===== src/rtl/cpu_pkg.sv =====
// Shared fetch-stage constants: reset/trap vectors, next-PC source encodings
// and the 31-bit address add that keeps the kernel bit.
package cpu_pkg;

    localparam logic [31:0] RESET_VEC = 32'h8000_0000;
    localparam logic [31:0] IRQ_VEC   = 32'h8000_0004;
    localparam logic [31:0] EXC_VEC   = 32'h8000_0008;

    localparam logic [1:0] PC_SEL_SEQ    = 2'b00;
    localparam logic [1:0] PC_SEL_BRANCH = 2'b01;
    localparam logic [1:0] PC_SEL_JUMP   = 2'b10;
    localparam logic [1:0] PC_SEL_JR     = 2'b11;

    // Address arithmetic wraps within [30:0]; bit 31 (kernel) is never carried into.
    function automatic logic [31:0] pc_add(input logic [31:0] base, input logic [30:0] off);
        pc_add = {base[31], base[30:0] + off};
    endfunction

endpackage


===== src/rtl/irq_edge_latch.sv =====
// Timer-interrupt edge detector and pending latch: a rising edge sets pending,
// clr drops it; edges arriving while already pending are absorbed.
module irq_edge_latch
(
    input  logic clk,
    input  logic reset,
    input  logic irq,
    input  logic clr,
    output logic pending
);

    logic prev_q, prev_d;
    logic pending_q, pending_d;
    logic set;

    always_comb begin
        prev_d    = irq;
        set       = irq & ~prev_q;
        pending_d = pending_q;
        if (clr) begin
            pending_d = 1'b0;
        end else if (set) begin
            pending_d = 1'b1;
        end
    end

    always_ff @(posedge clk) begin
        if (reset) begin
            prev_q    <= 1'b0;
            pending_q <= 1'b0;
        end else begin
            prev_q    <= prev_d;
            pending_q <= pending_d;
        end
    end

    assign pending = pending_q;

endmodule


===== src/rtl/pc_fetch.sv =====
// Program counter with next-PC mux and trap vectoring (illegal op, timer irq).
// Define PC_ALIGN_TRAP_EN to trap misaligned jr targets instead of masking them.
module pc_fetch
    import cpu_pkg::*;
(
    input  logic        clk,
    input  logic        reset,
    input  logic        stall,
    input  logic [1:0]  pc_sel,
    input  logic        branch_taken,
    input  logic [15:0] imm16,
    input  logic [25:0] target26,
    input  logic [31:0] jr_addr,
    input  logic        irq,
    input  logic        illop,
    output logic [31:0] pc,
    output logic [31:0] pc_plus4,
    output logic        trap,
    output logic [31:0] epc,
    output logic        kernel
);

    logic [31:0] pc_q, pc_d;
    logic [31:0] seq_pc;
    logic [31:0] jr_tgt;
    logic [30:0] br_off;
    logic        align_fault;
    logic        pending_irq;
    logic        irq_take;

    irq_edge_latch u_irq_edge_latch (
        .clk     (clk),
        .reset   (reset),
        .irq     (irq),
        .clr     (irq_take),
        .pending (pending_irq)
    );

    always_comb begin
        seq_pc = pc_add(pc_q, 31'd4);
        br_off = {{13{imm16[15]}}, imm16, 2'b00};
`ifdef PC_ALIGN_TRAP_EN
        jr_tgt      = {pc_q[31] & jr_addr[31], jr_addr[30:0]};
        align_fault = (pc_sel == PC_SEL_JR) && (jr_addr[1:0] != 2'b00);
`else
        jr_tgt      = {pc_q[31] & jr_addr[31], jr_addr[30:2], jr_addr[1:0] & 2'b00};
        align_fault = 1'b0;
`endif
    end

    // Priority: illop, misaligned jr, pending irq in user mode, stall, pc_sel.
    always_comb begin
        pc_d     = pc_q;
        trap     = 1'b0;
        epc      = 32'd0;
        irq_take = 1'b0;
        if (illop || align_fault) begin
            pc_d = EXC_VEC;
            trap = 1'b1;
            epc  = seq_pc;
        end else if (pending_irq && !pc_q[31]) begin
            pc_d     = IRQ_VEC;
            trap     = 1'b1;
            epc      = pc_q;
            irq_take = 1'b1;
        end else if (!stall) begin
            unique case (pc_sel)
                PC_SEL_SEQ:    pc_d = seq_pc;
                PC_SEL_BRANCH: pc_d = branch_taken ? pc_add(seq_pc, br_off) : seq_pc;
                PC_SEL_JUMP:   pc_d = {pc_q[31:28], target26, 2'b00};
                PC_SEL_JR:     pc_d = jr_tgt;
                default:       pc_d = seq_pc;
            endcase
        end
        // Reset wins over anything in flight this cycle.
        if (reset) begin
            trap     = 1'b0;
            epc      = 32'd0;
            irq_take = 1'b0;
        end
    end

    always_ff @(posedge clk) begin
        if (reset) begin
            pc_q <= RESET_VEC;
        end else begin
            pc_q <= pc_d;
        end
    end

    assign pc       = pc_q;
    assign pc_plus4 = seq_pc;
    assign kernel   = pc_q[31];

endmodule


===== config.mk =====
export PLATFORM = sky130hd
export DESIGN_NAME = pc_fetch
export DESIGN_NICKNAME = d
export VERILOG_FILES = /design/src/rtl/cpu_pkg.sv /design/src/rtl/irq_edge_latch.sv /design/src/rtl/pc_fetch.sv
export SDC_FILE = /design/constraint.sdc
export NUM_CORES = 1
export LEC_CHECK = 0
export ABC_AREA = 0
export CAP_MARGIN = 40
export CORE_MARGIN = 4
export CORE_UTILIZATION = 46
export CTS_CLUSTER_DIAMETER = 30
export DETAILED_ROUTE_END_ITERATION = 10
export PLACE_DENSITY = 0.83
export SLEW_MARGIN = 25
export SYNTH_ARGS = -nofsm -noshare
export SYNTH_HDL_FRONTEND = slang
export SYNTH_SLANG_ARGS = --single-unit

===== constraint.sdc =====
create_clock -name clk -period 5.1 [get_ports clk]
set_clock_uncertainty 0.2 [all_clocks]
set_input_delay 1.02 -clock clk [delete_from_list [all_inputs] [get_ports clk]]
set_output_delay 1.02 -clock clk [all_outputs]
set_load 0.005 [all_outputs]

* Word level (Yosys, flattened, before mapping)
Cells that the tools add are included.
** Storage, ports and cells
- Register bits after elaboration :: 34
- Input bits :: 82
- Output and inout port bits :: 98
** Operators by class
- Equality and inequality tests :: 5
- Mux-type cells :: 13
- Bitwise gates (word level) :: 7
- Add/sub/neg operators :: 2
- Reductions and logical operators :: 8
** Operators with widths (count)
- $pmux 32 s4 :: 1
- $mux 32 :: 3
- $add 31x3->31 const B :: 1
- $add 31x31->31 :: 1
- $mux 31 :: 1
- $mux 4 :: 3
- $mux 1 :: 5
- $not 1->1 :: 5
- $eq 2x2->1 const B :: 2
- $reduce_and 4->1 :: 1
- $reduce_or 2->1 :: 2
- $ne 3x1->1 const B :: 1
- $reduce_or 3->1 :: 1
- $and 1x1->1 :: 2
- $eq 2x1->1 const B :: 1
- $logic_not 2->1 :: 1
- $ne 2x1->1 const B :: 1
- $reduce_and 2->1 :: 1
- $logic_and 1x1->1 :: 1
- $logic_not 1->1 :: 1

* Depth between registers and ports, before layout
Gate-level depths: netlist of the first run.
- Depth in word-level cells :: 7
- Depth in mapped cells :: 17

* By module
Synthesis of the first run repeated with hierarchy kept, for this count alone.
** Second synthesis, totals
- Cells, all modules :: 672
- Area, all modules :: 4749.6 um^2
** Modules (own cells, without submodules)
- pc_fetch :: times used 1, area each 4678.2 um^2, cells each 666, seq. area each 640.6 um^2
- irq_edge_latch :: times used 1, area each 71.3 um^2, cells each 6, seq. area each 40.0 um^2

* Worst setup path before layout of the first run
Ideal clock, no wire load.
- Path kind :: reg-to-reg
- From :: register pc_q[2], in the netlist pc[2]
- To :: register pc_q[18], in the netlist pc[18]
- Stages on the path, launching flop included :: 18
- Clock period less this slack :: 3854 ps
- Required time :: 4829 ps
- Arrival :: 3584 ps
- Buffers on the path :: 1
- Setup slack :: 1246 ps
- Library setup time :: 71 ps
- Cells stage by stage :: dfxtp_1 > ha_1 > and4_1 > buf_2 > inv_1 > nor2_1 > nand3_1 > xnor2_1 > ha_1 > and2_1 > nand4_1 > a31oi_1 > or3_1 > a21o_1 > a21oi_1 > xnor2_1 > o221ai_1 > a21oi_1
** On the way
- Longest elaborated chain between the ends :: 4
** RTL lines
- start: declaration :: RTL line pc_fetch.sv:23 : logic [31:0] pc_q, pc_d;
- start signal: assignment :: RTL line pc_fetch.sv:87 : pc_q <= pc_d;
- $add 31x3->31 :: RTL line cpu_pkg.sv:16 : pc_add = {base[31], base[30:0] + off};
- named net pc_plus4[14] :: RTL line pc_fetch.sv:17 : output logic [31:0] pc_plus4,
- $add 31x31->31 :: RTL line cpu_pkg.sv:16
- $mux 31 :: RTL line pc_fetch.sv:69 : PC_SEL_BRANCH: pc_d = branch_taken ? pc_add(seq_pc, br_off) : seq_pc;
- $pmux 32 s4 :: RTL line pc_fetch.sv:67 : unique case (pc_sel)
The timed path passes the listed nets, and every way through them passes these cells. The select of a mux whose other input is x is not followed.
A chain may end at the register's enable or synchronous reset.

* Worst setup path in the final report of the first run
- From :: register pc_q[2], in the netlist pc[2]
- To :: register pc_q[30], in the netlist pc[30]
** On the way
- Longest elaborated chain between the ends :: 4
** RTL lines (RTL line)
- $add 31x3->31 * :: cpu_pkg.sv:16
- $add 31x31->31 :: cpu_pkg.sv:16
- $mux 31 :: pc_fetch.sv:69
- $pmux 32 s4 * :: pc_fetch.sv:67
Every way passes the cells marked *; elsewhere a longest branch is shown, timed or not. The select of a mux whose other input is x is not followed.

==> results.py, run 1 <==
metrics = {
    "worst_setup_path": {
        "reg2reg_from": "pc[2]",
        "worstPathArrival_ns": 4.58,
        "worst-path-max-fanout": 8,
        "path_class": "reg2reg",
        "worstPathRequired_ns": 5.07,
        "cp-startpoint": "pc[2]",
        "worstSetupStartpointType": "register",
        "end_kind": "register",
    },
    "drt": {
        "dr.pass1.iters": 5,
        "ant_nets": 0,
        "drt_iter0_drc": 625,
        "drt_wl_total_um": 19100,
        "drt-vias-per-instance": 6.189,
        "drc": 0,
        "wl_per_cell_um": 19.33,
        "vias": 6115,
    },
    "synthesis": {
        "post-synth-top-count-cell": "nor2_1",
        "syn-cell-area_mm2": 0.004936,
        "synth_top_flop_cell": "dfxtp_1",
        "ys_ff_latch": 34,
        "synth_common_cells": "86 x nor2_1, 73 x a21oi_1, 67 x nand2_1, 38 x clkbuf_1, 38 x o21ai_0",
        "synth_edf_count": 0,
        "synth_top_cell_area_share": 0.1379,
        "ys_seq_area_frac": 0.1379,
        "synth.net_count": 825,
        "synth_top_area_cell": "dfxtp_1",
        "synthArstFlopShare": 0,
        "synthTopCellsByArea": "dfxtp_1 14%, ha_1 8.9%, a21oi_1 7.4%, nor2_1 6.5%, xnor2_1 6.2%",
        "ys_warn_count": 0,
        "ys_types": 78,
        "syn_avg_cell_area_um2": 6.982,
        "synthCells": 707,
    },
    "power_and_ir_drop": {
        "leakagePower_nw": 2.674,
        "ir_worst_vdd_mv": 0.1012,
        "power_density_mw_per_mm2": 134.8,
    },
    "finish": {
        "n_fill_cell": 933,
        "nets": 969,
        "drive_gt1_frac": 0.06103,
        "areaGrowthSynthToFinish_pct": 37.77,
        "antenna_cells": 0,
    },
    "cts": {
        "clk_pin_slew_ns": 0.08,
        "clkSinkCount": 34,
        "cts_hold_buf": 0,
        "cts.root.buffer_cell": "clkbuf_8",
        "tritoncts": "yes",
        "numCtsBuffers": 5,
        "cts_setup_buffers": 0,
        "cts_resized": 0,
        "worstSkewPairLatency_ns": 0.29,
        "htree_num_levels": 2,
        "clk_path_buf_depth": 2,
    },
    "global_route": {
        "antenna_found_initial": 0,
        "grt_overflow_total": 0,
        "first_global_vias": 6094,
        "grt_pass1_wl_um": 30870,
        "grt_start_max_net_pins": 43,
        "grt_usage": 0.2947,
    },
    "floorplan": {
        "pin_count": 180,
        "rows": 37,
        "die_h_um": 111.6,
        "start_util": 0.4760,
        "core_mm2": 0.01037,
        "dieArea_mm2": 0.01245,
        "die_x_um": 111.6,
    },
    "worst_hold_path": {
        "hold_path.class": "reg2reg",
    },
    "sta": {
        "slew_headroom": 0.5068,
        "finalCriticalPeriod_ns": 4.615,
        "slew_viol_final": 0,
        "max_freq_mhz": 216.7,
        "rsz0062_at_grt": "false",
        "period_share": 0.9048,
        "timing.hold.ws_ns": 0.3107,
        "hold_viol_final": 0,
        "tightest_slew_ns": 0.7399,
        "setup_viol_count_final": 0,
        "tns_ns": 0,
    },
    "placed_design": {
        "dp_hpwl_um": 14600,
        "port_buffers": 177,
        "globalplace.congestion": 0.9897,
    },
    "job": {
        "maxCapViolations": 0,
    },
    "outcome": {
        "status": "complete, no violations",
    },
}
sequential cells by signal (all words and copies together), names as in the netlist, named ones only:
name and count:
u_irq_edge_latch.pending 1, pc 30, u_irq_edge_latch.prev_q 1
layout make-up:
| cell class | instances | area, um^2 | area share |
|---|---|---|---|
| multi-input cells | 590 | 3851 | 0.5663 |
| repair buffers | 192 | 1902 | 0.2797 |
| flip-flops and latches | 34 | 680.7 | 0.1001 |
| well taps | 136 | 170.2 | 0.02502 |
| inverters | 28 | 105.1 | 0.01546 |
| clock buffers | 7 | 86.33 | 0.01270 |
| clock inverters | 1 | 5.005 | 0.0007360 |
power breakdown:
part / internal [mW] / total, mW / switching [mW]
clock network: 0.109 / 0.221 / 0.112
logic: 0.199 / 0.402 / 0.203
registers: 0.275 / 0.294 / 0.0185
total: 0.584 / 0.916 / 0.333
routing by layer:
layer	global-route usage	vias to the layer above	wire length, um
li1	-	2845	-
met5	0	-	0
met2	0.5006	368	8997
met3	0.03152	57	1718
met4	0.1038	0	573
met1	0.3876	2845	7809
path summary, 6_finish.rpt:
path / end / slack (ns) / cells after the start
setup / recovery: pc[30] / 0.49 / 15
hold / removal: register / 0.31 / 1
setup reg to reg: pc[30] / 0.49 / 15
hold reg to reg: register / 0.31 / 1
kinds of logic after synthesis:
group | Yosys count | share of synthesized area
XOR/XNOR | 46 | 0.08314
adder cells (fa/ha/maj) | 36 | 0.09278
flip-flops | 34 | 0.1379
AND/OR/NAND/NOR | 277 | 0.2796
buffers and inverters | 83 | 0.08238
multiplexers | 15 | 0.03245
AO/OA/AOI/OAI | 216 | 0.2918
worst max-delay path: stages, from the launching register on:
cell      delay [ns]
dfxtp_1         0.51
ha_1            0.34
and4_1          0.25
inv_1           0.10
nor2_1          0.40
nand3_1         0.19
xnor2_1         0.37
ha_1            0.26
and2_1          0.20
nand4_1         0.11
a31oi_1         0.28
o31ai_1         0.16
a21oi_1         0.32
o21ai_0         0.25
o311ai_0        0.47
nor2_1          0.10
cell usage in the layout (no fill, tap or decap), types with 7 or more instances in the layout:
cell type	n
mux2i_1	7
a31oi_1	8
clkdlybuf4s50_1	174
xnor2_1	35
buf_4	11
a21o_1	15
nand2_1	67
xor2_1	10
nor3b_1	7
ha_1	35
nor3_1	18
dfxtp_1	34
nor2b_1	14
nand4_1	7
inv_1	28
nor2_1	86
mux2_2	8
a221oi_1	18
and3_1	12
nand3_1	25
a21oi_1	73
o21ai_0	38
through the flow:
step	cell area, um^2	total power [mW]	std cells	worst slack, ns	util
floorplan	4936	0.5264	707	1.246	-
global placement	6659	0.6789	976	0.7102	0.6421
detailed placement	6709	0.6926	980	0.6663	0.6470
CTS	6800	0.9127	988	0.6291	0.6558
global route	6800	0.9651	988	0.2159	0.6558
finish	6800	0.9164	988	0.4855	0.6558
Power figures use the tool's default switching activity.
==> inputs of run 2 (changes only) <==
- CORE_UTILIZATION: 46 -> 42
- CTS_CLUSTER_SIZE: unset -> 30
- PLACE_DENSITY: 0.83 -> 0.8
- clock period: 5.1 -> 4.1 ns (I/O delays scaled with it)
==> run 2 against run 1 <==
  * Count of clock-buffer cells in the layout is 2 lower
  * Cell count up 4.9%
  * Non-clock buffer count increased by 41
  * Sequential share of layout area shrank 0.55 points
  * Via count grew 1.0%
  * Sequential power grew 22%
  * Critical path depth shrank 7
  * Hold slack got worse by 0.00092 ns
  * Die area grew 8.8%
  * Setup slack worse by 0.27 ns
  * First-iteration DRC count down 1.3%
  * Critical endpoint is now epc[24]
  * Largest cell class unchanged
==> results.py, run 2 (same netlist as run 1, synthesis figures left out) <==
metrics = {
    "drt": {
        "ant_nets": 0,
        "wl_met1_um": 8015,
        "drt_wl_total_um": 19610,
        "wl_per_cell_um": 18.93,
        "drt-vias-per-instance": 5.963,
        "dr.pass1.iters": 8,
        "top_layer": "met4",
        "vias": 6178,
        "drt_iter0_drc": 617,
        "wl_met2_um": 8960,
        "drc": 0,
        "wl_met3_um": 2116,
    },
    "global_route": {
        "grt_overflow_total": 0,
        "antenna_found_initial": 0,
        "first_global_vias": 5962,
        "grt_start_max_net_pins": 28,
        "grt_usage": 0.2807,
        "grt_pass1_wl_um": 30520,
    },
    "finish": {
        "areaGrowthSynthToFinish_pct": 46.06,
        "antenna_cells": 0,
        "final_common_cell": "clkdlybuf4s50_1",
        "fin_util": 0.6287,
        "finalInstanceArea_mm2": 0.007209,
        "largest_reg_flops": 30,
        "drive_gt1_frac": 0.1176,
        "mostFrequentLayoutCells": "174 x clkdlybuf4s50_1, 83 x nor2_1, 72 x a21oi_1",
        "nets": 1010,
    },
    "power_and_ir_drop": {
        "ir_worst_vdd_mv": 0.1589,
        "totalPowerFinal_mw": 1.332,
        "power_density_mw_per_mm2": 184.8,
        "leakagePower_nw": 2.955,
    },
    "cts": {
        "clkSinkCount": 34,
        "cts_setup_buffers": 0,
        "clk_path_buf_depth": 2,
        "numCtsBuffers": 5,
        "clk_pin_slew_ns": 0.06,
        "htree_num_levels": 2,
        "worstSkewPairLatency_ns": 0.28,
        "cts.root.buffer_cell": "clkbuf_16",
        "tritoncts": "yes",
    },
    "sta": {
        "tightest_slew_ns": 0.5787,
        "hold_viol_final": 0,
        "finalCriticalPeriod_ns": 3.882,
        "max_freq_mhz": 257.6,
        "timing.hold.ws_ns": 0.3098,
        "rsz0062_at_grt": "false",
        "setup_viol_count_final": 0,
        "tns_ns": 0,
        "slew_headroom": 0.6130,
        "slew_viol_final": 0,
        "period_share": 0.9469,
    },
    "job": {
        "maxCapViolations": 0,
    },
    "placed_design": {
        "globalplace.congestion": 1.031,
        "place_area_mm2": 0.006990,
        "port_buffers": 177,
        "dp_hpwl_um": 15010,
    },
    "worst_setup_path": {
        "ff2ff_path_depth": 17,
        "r2r_end": "pc[25]",
        "worstSetupStartpointType": "register",
        "reg2reg_from": "pc[2]",
        "worstPathArrival_ns": 2.86,
        "rrSetupSlack_ns": 0.30,
        "worstPathRequired_ns": 3.08,
        "end_kind": "output pin",
        "path_class": "reg2out",
        "worst-path-max-fanout": 6,
    },
    "floorplan": {
        "core_mm2": 0.01147,
        "start_util": 0.4304,
        "rows": 39,
        "die_h_um": 116.4,
        "die_x_um": 116.4,
        "pin_count": 180,
        "dieArea_mm2": 0.01355,
    },
    "worst_hold_path": {
        "hold_path.class": "reg2reg",
        "hold_depth": 1,
    },
    "outcome": {
        "status": "complete, no violations",
    },
}
## run 2: cell types whose count changed in the layout (fill, tap and decap cells not counted), sizes merged
| cell | delta |
|---|---|
| buf | +41 |
| bufinv | +1 |
| clkbuf | -2 |
| clkinv | +1 |
## run 2: cell type report
type,instances,area [um^2]
clock buffer,5,125.1
clock inverter,3,40.04
fill,1010,4258
inverter,28,105.1
multi-input combinational,590,3901
sequential,34,681.9
tap,143,178.9
timing repair buffer,233,2177
## run 2: timing repair
action                     4_1_cts  5_1_grt
gates resized for setup          0       14
setup endpoints to repair        0       14
hold buffers                     0        0
## run 2: power by group
group / internal, mW / switching (mW) / total (mW)
Combinational: 0.266 / 0.266 / 0.532
Sequential: 0.343 / 0.0149 / 0.358
Clock: 0.285 / 0.158 / 0.442
Total: 0.894 / 0.439 / 1.33
## run 2: metrics by stage
stage | cells | setup slack [ns]
2_1_floorplan | 707 | 0.2459
3_3_place_gp | 1028 | 0.07604
3_5_place_dp | 1028 | 0.05170
4_1_cts | 1036 | 0.1494
5_1_grt | 1036 | 0.009074
6_report | 1036 | 0.2178
## run 2: how the worst max path moves through the flow
| stage | to | slack, ns | depth (start not counted) | start |
|---|---|---|---|---|
| 5_1_grt | pc[25] | 0.009 | 17 | pc[2] |
| 6_report | epc[24] | 0.22 | 8 | pc[12] |
| 2_1_floorplan | pc[18] | 0.25 | 17 | pc[2] |
| 3_3_place_gp | pc[30] | 0.08 | 12 | imm16[0] |
| 4_1_cts | pc[30] | 0.15 | 15 | pc[2] |
| 3_5_place_dp | pc[30] | 0.05 | 12 | imm16[0] |
## run 2: critical path, cell delays in order, from the launching register on
cell,delay [ns]
dfxtp_1,0.45
and4_1,0.29
and4_1,0.32
and3_2,0.30
and3_1,0.22
xnor2_1,0.25
a21oi_1,0.13
nor2_1,0.10
clkdlybuf4s50_1,0.52
## run 2: metal layers
layer  GRT usage  vias up
li1            -     2932
met1      0.3754     2858
met2      0.4546      344
met3     0.05130       44
met4     0.09590        0
met5           0        -
==> inputs of run 3 (changes only) <==
- CORE_MARGIN: 4 -> unset
==> run 3 against run 2 <==
  * Utilization is 0.75 points higher
  * Hold slack better by 0.0045 ns
  * Cell count is 1.2% higher
  * Maximum frequency decreased by 0.92%
  * Critical path depth rose by 1
==> results.py, run 3 (same netlist as run 1, synthesis figures left out) <==
metrics = {
    "worst_setup_path": {
        "path_cells": "and4_1, nand4_2, nor4_4, buf_4, nand3_2, xnor2_2, a21oi_1, nor2_1, clkdlybuf4s50_1",
        "worst-path-buf-inv": 2,
        "worstPathArrival_ns": 2.90,
        "cpPeakStageDelay_ns": 0.50,
        "worstSetupStartpointType": "register",
        "worstPathRequired_ns": 3.08,
        "slowest_stage": "clkdlybuf4s50_1",
        "worst-path-max-fanout": 7,
        "critical-path-top-delay-family": "simple AND/OR/NAND/NOR gates",
        "path_class": "reg2out",
        "end_kind": "output pin",
    },
    "sta": {
        "hold_viol_final": 0,
        "slew_headroom": 0.5817,
        "finalCriticalPeriod_ns": 3.918,
        "max_freq_mhz": 255.2,
        "period_share": 0.9557,
        "rsz0062_at_grt": "false",
        "setup_viol_count_final": 0,
        "tns_ns": 0,
        "slew_viol_final": 0,
        "tightest_slew_ns": 0.6275,
    },
    "floorplan": {
        "core_mm2": 0.01142,
        "pin_count": 180,
        "die_h_um": 110.4,
        "start_util": 0.4323,
        "rows": 39,
        "die_x_um": 110.4,
        "dieArea_mm2": 0.01219,
    },
    "finish": {
        "n_fill_cell": 1064,
        "antenna_cells": 0,
        "areaGrowthSynthToFinish_pct": 47.17,
        "fin_util": 0.6362,
        "final_common_cell": "clkdlybuf4s50_1",
        "mostFrequentLayoutCells": "174 x clkdlybuf4s50_1, 86 x nor2_1, 73 x a21oi_1",
        "drive_gt1_frac": 0.1171,
        "largest_reg_flops": 30,
        "nets": 1022,
    },
    "power_and_ir_drop": {
        "comb_power_share": 0.421,
        "leakagePower_nw": 2.965,
        "p_seq_frac": 0.276,
        "p_sw_frac": 0.3339,
        "ir_worst_vdd_mv": 0.1687,
        "power_density_mw_per_mm2": 177.7,
        "p_switching_mw": 0.4309,
        "clkPwrFrac": 0.303,
        "intPower_mw": 0.8598,
    },
    "cts": {
        "clk_pin_slew_ns": 0.06,
        "numCtsBuffers": 5,
        "htree_num_levels": 2,
        "clk_path_buf_depth": 2,
        "tritoncts": "yes",
        "clkSinkCount": 34,
        "worstSkewPairLatency_ns": 0.29,
        "cts.root.buffer_cell": "clkbuf_16",
    },
    "global_route": {
        "grt_overflow_total": 0,
        "antenna_found_initial": 0,
        "grt_start_max_net_pins": 62,
        "first_global_vias": 5793,
        "grt_pass1_wl_um": 29920,
        "grt_usage": 0.2985,
    },
    "drt": {
        "dr.pass1.iters": 6,
        "wl_per_cell_um": 18.01,
        "wl_met2_um": 8616,
        "top_layer": "met4",
        "vias": 6147,
        "ant_nets": 0,
        "wl_met1_um": 8377,
        "drc": 0,
        "drt-vias-per-instance": 5.865,
        "drt_iter0_drc": 662,
        "drt_wl_total_um": 18880,
        "wl_met3_um": 1382,
    },
    "worst_hold_path": {
        "hold_path.class": "reg2reg",
    },
    "placed_design": {
        "dp_hpwl_um": 14320,
        "globalplace.congestion": 0.9773,
        "port_buffers": 177,
    },
    "job": {
        "maxCapViolations": 0,
    },
    "outcome": {
        "status": "complete, no violations",
    },
}
==> run 3: changes by cell type in the layout (fill, tap and decap cells not counted), moves of 2 or more <==
cell | previous run | this run
buf_4 | 56 | 66
nor2_2 | 3 | 0
nor2_1 | 83 | 86
xnor2_1 | 30 | 35
xnor2_2 | 6 | 1
buf_12 | 0 | 2
==> run 3: metal layers <==
layer  track usage  vias to the layer above
met5             0                        -
met4       0.09956                        0
met3       0.03458                       40
met2        0.4936                      303
met1        0.4015                     2847
li1              -                     2957
==> run 3: power by group through the flow <==
stage	Combinational (mW)	Clock, mW	Sequential (mW)
4_1_cts	0.535	0.390	0.356
2_1_floorplan	0.291	0	0.364
3_5_place_dp	0.532	0	0.363
5_1_grt	0.584	0.402	0.357
3_3_place_gp	0.526	0	0.363
6_report	0.543	0.392	0.356
==> run 3: metrics by stage <==
| step | power (mW) | hold slack (ns) | area, um^2 | setup WS (ns) | std cells |
|---|---|---|---|---|---|
| floorplan | 0.6548 | 0.2914 | 4936 | 0.2459 | 707 |
| detailed placement | 0.8945 | 0.3018 | 7106 | 0.1453 | 1040 |
| finish | 1.291 | 0.3143 | 7264 | 0.1816 | 1048 |
| global route | 1.344 | 0.3235 | 7264 | 0.01149 | 1048 |
| global placement | 0.8888 | 0.2956 | 7086 | 0.1782 | 1039 |
| CTS | 1.281 | 0.3121 | 7253 | 0.1860 | 1048 |
==> run 3: path summary, 6_finish.rpt <==
check                  end  startpoint  slack, ns  cells past startpoint
hold / removal    register    register       0.31                      1
hold reg to reg   register    register       0.31                      1
setup / recovery   epc[30]      pc[14]       0.18                      9
setup reg to reg    pc[27]       pc[2]       0.19                     16
==> run 3: what timing repair did <==
item	CTS	global route
hold buffers	0	0
setup buffers	0	0
gates resized for setup	0	2
setup endpoints to repair	0	5
==> run 3: cell type report <==
cell class	instances	area, um^2	area share
clock inverters	1	5.005	0.0006889
inverters	28	105.1	0.01447
well taps	143	178.9	0.02463
clock buffers	7	142.6	0.01963
repair buffers	245	2292	0.3155
multi-input cells	590	3860	0.5313
flip-flops and latches	34	680.7	0.09370
==> run 3: worst register-to-register path, stage by stage, from the launching register on <==
cell and delay (ns):
dfxtp_1 0.31, ha_1 0.21, and4_1 0.21, inv_1 0.13, nor2_1 0.06, buf_4 0.16
xor2_1 0.16, ha_1 0.43, nand4_2 0.14, nor4_2 0.32, nor3_2 0.12, a211oi_4 0.40
a31o_1 0.26, a21oi_2 0.11, o41ai_2 0.28, xnor2_1 0.20, a21oi_1 0.10
